[config.mk]
export PLATFORM = sky130hd
export DESIGN_NAME = act_pipe
export DESIGN_NICKNAME = d
export VERILOG_FILES = /design/src/rtl/act_pkg.sv /design/src/rtl/act_lane.sv /design/src/rtl/act_pipe.sv
export SDC_FILE = /design/constraint.sdc
export NUM_CORES = 1
export LEC_CHECK = 0
export CAP_MARGIN = 20
export CORE_AREA = 10 10 146 108
export CTS_BUF_LIST = sky130_fd_sc_hd__clkbuf_4
export CTS_CLUSTER_DIAMETER = 150
export CTS_CLUSTER_SIZE = 24
export DETAILED_ROUTE_END_ITERATION = 12
export DIE_AREA = 0 0 156 118
export PLACE_DENSITY = 0.79
export SETUP_SLACK_MARGIN = 0.1
export SLEW_MARGIN = 20
export SYNTH_ARGS = -nofsm -noshare
export SYNTH_HDL_FRONTEND = slang
export SYNTH_SLANG_ARGS = --single-unit
[constraint.sdc]
create_clock -name clk -period 13.2 [get_ports clk]
set_input_delay 2.64 -clock clk [delete_from_list [all_inputs] [get_ports clk]]
set_output_delay 2.64 -clock clk [all_outputs]
set_load 0.005 [all_outputs]
[src/rtl/act_pkg.sv]
// act_pkg: shared definitions for the activation pipeline.
//   act_mode_e - activation select encoding carried with each beat
//   MODE_W     - width of the mode field
//   lane_lo()  - LSB position of a lane inside a packed beat
package act_pkg;

   localparam int MODE_W = 2;

   typedef enum logic [MODE_W-1:0] {
      ACT_BYPASS = 2'd0,
      ACT_RELU   = 2'd1,
      ACT_CLIP   = 2'd2,
      ACT_LEAKY  = 2'd3
   } act_mode_e;

   function automatic int lane_lo(input int lane, input int width);
      return lane * width;
   endfunction

endpackage

[src/rtl/act_lane.sv]
// act_lane: combinational activation for one signed lane.
//   a        in   signed lane input
//   mode     in   activation select
//   clip_eff in   non-negative upper clip for clipped ReLU
//   y        out  activated lane
//   is_zero  out  y == 0
module act_lane
   import act_pkg::*;
#(
   parameter int DATA_W      = 8,
   parameter int LEAKY_SHIFT = 3
) (
   input  logic signed [DATA_W-1:0] a,
   input  act_mode_e                mode,
   input  logic signed [DATA_W-1:0] clip_eff,
   output logic signed [DATA_W-1:0] y,
   output logic                     is_zero
);

   logic neg;

   assign neg = a[DATA_W-1];

   always_comb begin
      y = a;
      case (mode)
         ACT_BYPASS: y = a;
         ACT_RELU:   y = neg ? '0 : a;
         ACT_CLIP:   y = neg ? '0 : ((a > clip_eff) ? clip_eff : a);
         // arithmetic shift rounds toward -inf, so small negatives stay at -1
         ACT_LEAKY:  y = neg ? (a >>> LEAKY_SHIFT) : a;
      endcase
   end

   assign is_zero = (y == '0);

endmodule

[src/rtl/act_pipe.sv]
// act_pipe: two-stage multi-lane activation with valid/ready backpressure
// and a per-frame zero-output counter.
//   clk, rst_n             clock, async active-low reset
//   mode, clip_val         activation select / clip, captured with each beat
//   s_valid/s_ready        input handshake; s_data packed lanes, s_last frame end
//   m_valid/m_ready        output handshake; m_data activated lanes, m_last frame end
//   m_zero_cnt             zero lanes in the frame so far, including this beat
module act_pipe
   import act_pkg::*;
#(
   parameter int DATA_W      = 8,
   parameter int CH          = 4,
   parameter int LEAKY_SHIFT = 3,
   parameter int CNT_W       = 16
) (
   input  logic                 clk,
   input  logic                 rst_n,
   input  logic [MODE_W-1:0]    mode,
   input  logic [DATA_W-1:0]    clip_val,
   input  logic                 s_valid,
   output logic                 s_ready,
   input  logic [CH*DATA_W-1:0] s_data,
   input  logic                 s_last,
   output logic                 m_valid,
   input  logic                 m_ready,
   output logic [CH*DATA_W-1:0] m_data,
   output logic                 m_last,
   output logic [CNT_W-1:0]     m_zero_cnt
);

   localparam int BUS_W = CH * DATA_W;
   localparam int ZW    = $clog2(CH + 1);

   logic                     s1_valid;
   logic [BUS_W-1:0]         s1_data;
   logic                     s1_last;
   act_mode_e                s1_mode;
   logic signed [DATA_W-1:0] s1_clip;

   logic signed [DATA_W-1:0] clip_eff;
   logic [BUS_W-1:0]         act_data;
   logic [CH-1:0]            lane_zero;

   logic                     s2_can_load;
   logic                     s_fire;
   logic                     m_fire_last;

   logic [ZW-1:0]            zero_sum;
   logic [CNT_W-1:0]         cnt_base;
   logic [CNT_W:0]           cnt_sum;
   logic [CNT_W-1:0]         cnt_next;

   assign s2_can_load = !m_valid || m_ready;
   // rst_n gates s_ready so nothing is offered as accepted while in reset
   assign s_ready     = rst_n && (!s1_valid || s2_can_load);
   assign s_fire      = s_valid && s_ready;
   assign m_fire_last = m_valid && m_ready && m_last;

   assign clip_eff = s1_clip[DATA_W-1] ? '0 : s1_clip;

   for (genvar g = 0; g < CH; g++) begin : g_lane
      act_lane #(
         .DATA_W      (DATA_W),
         .LEAKY_SHIFT (LEAKY_SHIFT)
      ) u_lane (
         .a        (s1_data[lane_lo(g, DATA_W) +: DATA_W]),
         .mode     (s1_mode),
         .clip_eff (clip_eff),
         .y        (act_data[lane_lo(g, DATA_W) +: DATA_W]),
         .is_zero  (lane_zero[g])
      );
   end

   always_comb begin
      zero_sum = '0;
      for (int i = 0; i < CH; i++) begin
         zero_sum = zero_sum + ZW'(lane_zero[i]);
      end
   end

   // A beat entering stage 2 while the previous frame's last beat leaves
   // starts the new frame from zero.
   assign cnt_base = m_fire_last ? '0 : m_zero_cnt;
   assign cnt_sum  = {1'b0, cnt_base} + (CNT_W + 1)'(zero_sum);
   assign cnt_next = cnt_sum[CNT_W] ? '1 : cnt_sum[CNT_W-1:0];

   always_ff @(posedge clk or negedge rst_n) begin
      if (!rst_n) begin
         s1_valid <= 1'b0;
         s1_data  <= '0;
         s1_last  <= 1'b0;
         s1_mode  <= ACT_BYPASS;
         s1_clip  <= '0;
      end else if (s_fire) begin
         s1_valid <= 1'b1;
         s1_data  <= s_data;
         s1_last  <= s_last;
         s1_mode  <= act_mode_e'(mode);
         s1_clip  <= clip_val;
      end else if (s2_can_load) begin
         s1_valid <= 1'b0;
      end
   end

   always_ff @(posedge clk or negedge rst_n) begin
      if (!rst_n) begin
         m_valid    <= 1'b0;
         m_data     <= '0;
         m_last     <= 1'b0;
         m_zero_cnt <= '0;
      end else if (s2_can_load) begin
         m_valid <= s1_valid;
         if (s1_valid) begin
            m_data     <= act_data;
            m_last     <= s1_last;
            m_zero_cnt <= cnt_next;
         end else if (m_fire_last) begin
            m_zero_cnt <= '0;
         end
      end
   end

endmodule

======== Word level (Yosys, flattened, before mapping) ========
Cells that the tools add are included.
storage, ports and cells
  register bits after elaboration ......... 94
  input bits .............................. 47
  output and inout bits ................... 51
  word-level logic and storage cells ...... 61
operators by class
  $add $sub $neg .......................... 4
  magnitude comparators ................... 4
  equal/unequal tests ..................... 3
  mux-type cells .......................... 26
  reductions and logical operators ........ 15
operator list
  kind                  count
  $pmux W8 S4           4
  $mux W8               8
  $mux W7               9
  $mux W16              3
  $gt A8 B8 Y1          4
  $logic_not A8 Y1      4
  $add A16 B3 Y17       1
  $eq A2 B2 Y1 const B  2
  $logic_and A1 B1 Y1   4
  $add A2 B1 Y3         1
  $add A3 B1 Y3         1
  $add A1 B1 Y2         1
  $eq A2 B1 Y1 const B  1
  $logic_not A1 Y1      2
  $logic_not A2 Y1      1
  $logic_or A1 B1 Y1    2
  $mux W1               2
  $reduce_and A2 Y1     1
  $reduce_bool A2 Y1    1

======== Logic depth before layout (Yosys ltp) ========
  depth after elaboration ................. 12
  depth in mapped cells ................... 22
  depth with buffers taken out ............ 22

======== Cells and area by module ========
A second synthesis with hierarchy kept.
second synthesis, totals
  cells, all modules ...................... 643
  area total of the unflattened synthesis .. 6413.7 µm²
modules (own cells, without submodules)
  module    instances  cells an instance  area an instance (µm²)  sequential area each (µm²)
  act_pipe  1          303                4086.4                  2352.3
  act_lane  4          85                 581.8                   0.0

======== Least setup slack after synthesis ========
Ideal clock, no wire load.
  path type ............................... input port to output port
  start ................................... input port m_ready
  end ..................................... output port s_ready
  arrival ................................. 3035 ps
  data required time ...................... 10560 ps
  setup slack ............................. 7525 ps
  cell stages on the path ................. 3
  cells stage by stage .................... nor2b_1 -> nand2_1 -> and2_1
between the ends
  longest elaborated chain between the ends .. 3
ends and longest elaborated chain
  item                 RTL line        source
  start, declared      act_pipe.sv:25  input logic m_ready,
  $logic_or A1 B1 Y1   act_pipe.sv:53  assign s2_can_load = !m_valid || m_ready;
  $logic_or A1 B1 Y1   act_pipe.sv:55  assign s_ready = rst_n && (!s1_valid || s2_can_load);
  $logic_and A1 B1 Y1  act_pipe.sv:55
  end, declared        act_pipe.sv:21  output logic s_ready,
No other way between the ends.

======== Worst setup path in the final report ========
Same ends and word-level chain as after synthesis.

==> metrics <==
leakage power total 2.884 nW; total CTS buffers 9; setup-violating endpoint count in the final report 0; Critical Path RT about 11 ns; total negative setup slack 0 ns; Max Transition Viols Final 0; worst-case vdd ir drop 0.00006251 V; count of state elements after synthesis between 90 and 100; launch point of the worst path m_ready; Top FF cell, synth dfrtp_1; Global Route Usage Sum 18.07%; placeable core region 12920 sq um; Area contributors post-synth dfrtp_1 41%, mux2_2 8.9%, ha_1 6.4%; post-synthesis to final-layout area growth 21.32%; layout cell share with drive strength beyond 1 11.60%; TritonCTS clock tree yes; die footprint 18410 sq um; data arrival time of the worst path 4.59 ns; register share of total power 41.7%; final worst path period need 7.225 ns; antenna violations before repair 0; largest fanout on the critical path 12; outcome finished clean; number of port buffers 97; Post-CTS Resized 0; worst max-slew margin expressed relative to the limit between 20 and 30%; synth warn 0; portion of the clock cycle consumed by the worst path in the final layout 54.74%; NetSw 0.0004095 W; die width 156 um; part of the total power dissipated in the clock network between 10% and 20%; Area after DPL 6755 sq um; Worst-Margin Slew 1.067 ns; combinational fraction of design power 43.7%; mean routed wirelength per cell 19.62 um; Peak Freq 138.4 MHz; worst reg2reg startpoint s1_clip[7]$_DFFE_PN0P_; routed vias/inst 6.039; Max Cap Violations 0; quantity of hold-fixing buffers added after cts 0; post-detailed-placement half-perimeter wirelength 12690 um; final weighted congestion in routability-driven placement 0.9636; most repeated cell in the gate-level netlist after synthesis dfrtp_1; switching part of the total 38.21%; power per unit of standard cell area about 160 nW/um^2; vertical die dimension 118 um; crit end category output port; TritonCTS Sinks 94; Multi-input gate area 3090 sq um; EDFF count, synth 0; # IOs 98; internal power 0.0006623 W; number of DRC violations after detailed-routing iteration 0 788; critical hold path startpoint m_data[26]$_DFFE_PN0P_; row count 35; Worst Clk Skew 0.02648 ns; initial cell density of the core 43.98%; CTS HTree Levels 3; global-route wire length before repair between 20000 and 30000 um; Post-Syn Area 5682 sq um; Seq. cell area 2352 sq um; gate count of the mapped netlist 594; mean post-synth cell area 9.565 sq um; master cell of the clock root buffer clkbuf_4; number of hold-slack violations in the final timing report 0; worst setup path category primary input to output port; number of nets in the layout 755; unrepaired setup endpoints after global routing no; filler cell count in the final layout about 1100; fraction of synthesis flops using an asynchronous set or reset pin 100.0%; maximum number of pins on one net before global-route repair 50; number of antenna diodes 0; dominant cell type by area after synthesis dfrtp_1; post-route design area 6893 sq um; net count of the mapped netlist 673; clock-pin slew reported for the worst setup and hold paths after clock tree synthesis 0.15 ns; top cell types by occurrence after synthesis 94 x dfrtp_1, 64 x nand2_1, 46 x o21ai_0; clock latency reported for the late side of the worst-skew pair 0.47 ns; total grt overflow 0; TritonRoute pass-1 iters 5; vias between 5000 and 6000; vias in the first global route 5080; Distinct cells, synth 67; Tightest Hold Check Type flop to flop; number of setup buffers added after CTS 0; maximum clock path buffer count 2; fraction of post-synthesis cell area in the top cell type by area 41.40%; number of remaining DRC errors 0; sequential area share after synthesis 41.40%; routed wire length 16610 um; startpoint class of the critical path primary input; number of nets still failing antenna checks after routing 0
==> flip-flops by register name, summed over array words and instances (netlist names) <==
register	count
s1_clip	8
m_last	1
s1_valid	1
m_data	32
m_valid	1
s1_last	1
m_zero_cnt	16
s1_data	32
s1_mode	2
==> final cells by class <==
class | count | share of cell area (%)
multi-input cells | 444 | 44.84
flip-flops and latches | 94 | 34.13
repair buffers | 102 | 14.59
well taps | 166 | 3.013
inverters | 25 | 1.434
clock buffers | 10 | 1.089
clock inverters | 6 | 0.9076
==> metal layers <==
metal	global-route usage (%)	share of wire, %
met3	5.075	8.0
met2	27.63	46
met1	23.95	44
met4	5.945	1.9
met5	0	0
==> kinds of logic after synthesis <==
kind of cell,Yosys count,synth area share (%)
buf+inv,56,4.250
xor+xnor,2,0.3084
simple gates,195,17.00
flops,94,41.40
mux,56,10.88
compound gates,159,18.72
fa+ha+maj,32,7.443
==> critical path, stage by stage <==
cell,delay [ns]
clkdlybuf4s50_1,0.45
nor2b_1,0.68
nand2_1,0.14
and2_1,0.22
clkdlybuf4s50_1,0.45
==> cells in the final DEF, fill, tap and decap left out, drive strengths merged, types with 5 or more instances in the layout <==
cell,count
a21o,7
a21oi,28
a221oi,12
a22o,5
a22oi,8
a31oi,7
and2,5
buf,6
clkbuf,10
clkdlybuf4s50,96
dfrtp,94
ha,29
inv,24
mux2,46
mux2i,10
nand2,64
nand2b,8
nand3,18
nand4,8
nor2,42
nor2b,13
nor3,9
o21ai,49
o22a,5
o22ai,8
or3,6
==> per-stage QoR <==
| stage | util, % | instances | hold slack, ns | power [W] | setup WS [ns] |
|---|---|---|---|---|---|
| global placement | 52.29 | 831 | 0.4627 | 0.0008947 | 6.037 |
| global route | 53.36 | 847 | 0.5346 | 0.001150 | 5.811 |
| finish | 53.36 | 847 | 0.4956 | 0.001072 | 5.975 |
| CTS | 53.36 | 847 | 0.4962 | 0.001075 | 6.014 |
| floorplan | - | 594 | 0.4331 | 0.0006921 | 7.525 |
| detailed placement | 52.29 | 831 | 0.4624 | 0.0009184 | 6.018 |
==> power groups by stage <==
stage / combinational [W] / sequential (W) / clock [W]
6_report: 0.000468 / 0.000447 / 0.000157
5_1_grt: 0.000519 / 0.000457 / 0.000174
4_1_cts: 0.000469 / 0.000445 / 0.000161
3_5_place_dp: 0.000467 / 0.000452 / 0
3_3_place_gp: 0.000449 / 0.000446 / 0
2_1_floorplan: 0.000269 / 0.000423 / 0
==> path summary, 6_finish.rpt <==
kind | end | slack [ns] | cells past startpoint
max | s_ready | 5.97 | 5
min | m_data[26]$_DFFE_PN0P_ | 0.50 | 2
max reg2reg | m_zero_cnt[13]$_DFFE_PN0N_ | 6.57 | 20
min reg2reg | m_data[26]$_DFFE_PN0P_ | 0.50 | 2
max in group asynchronous | s1_mode[1]$_DFFE_PN0P_ | 9.97 | 2
min in group asynchronous | m_zero_cnt[14]$_DFFE_PN0N_ | 2.15 | 1
No activity file was read; power rests on OpenSTA's default activity.
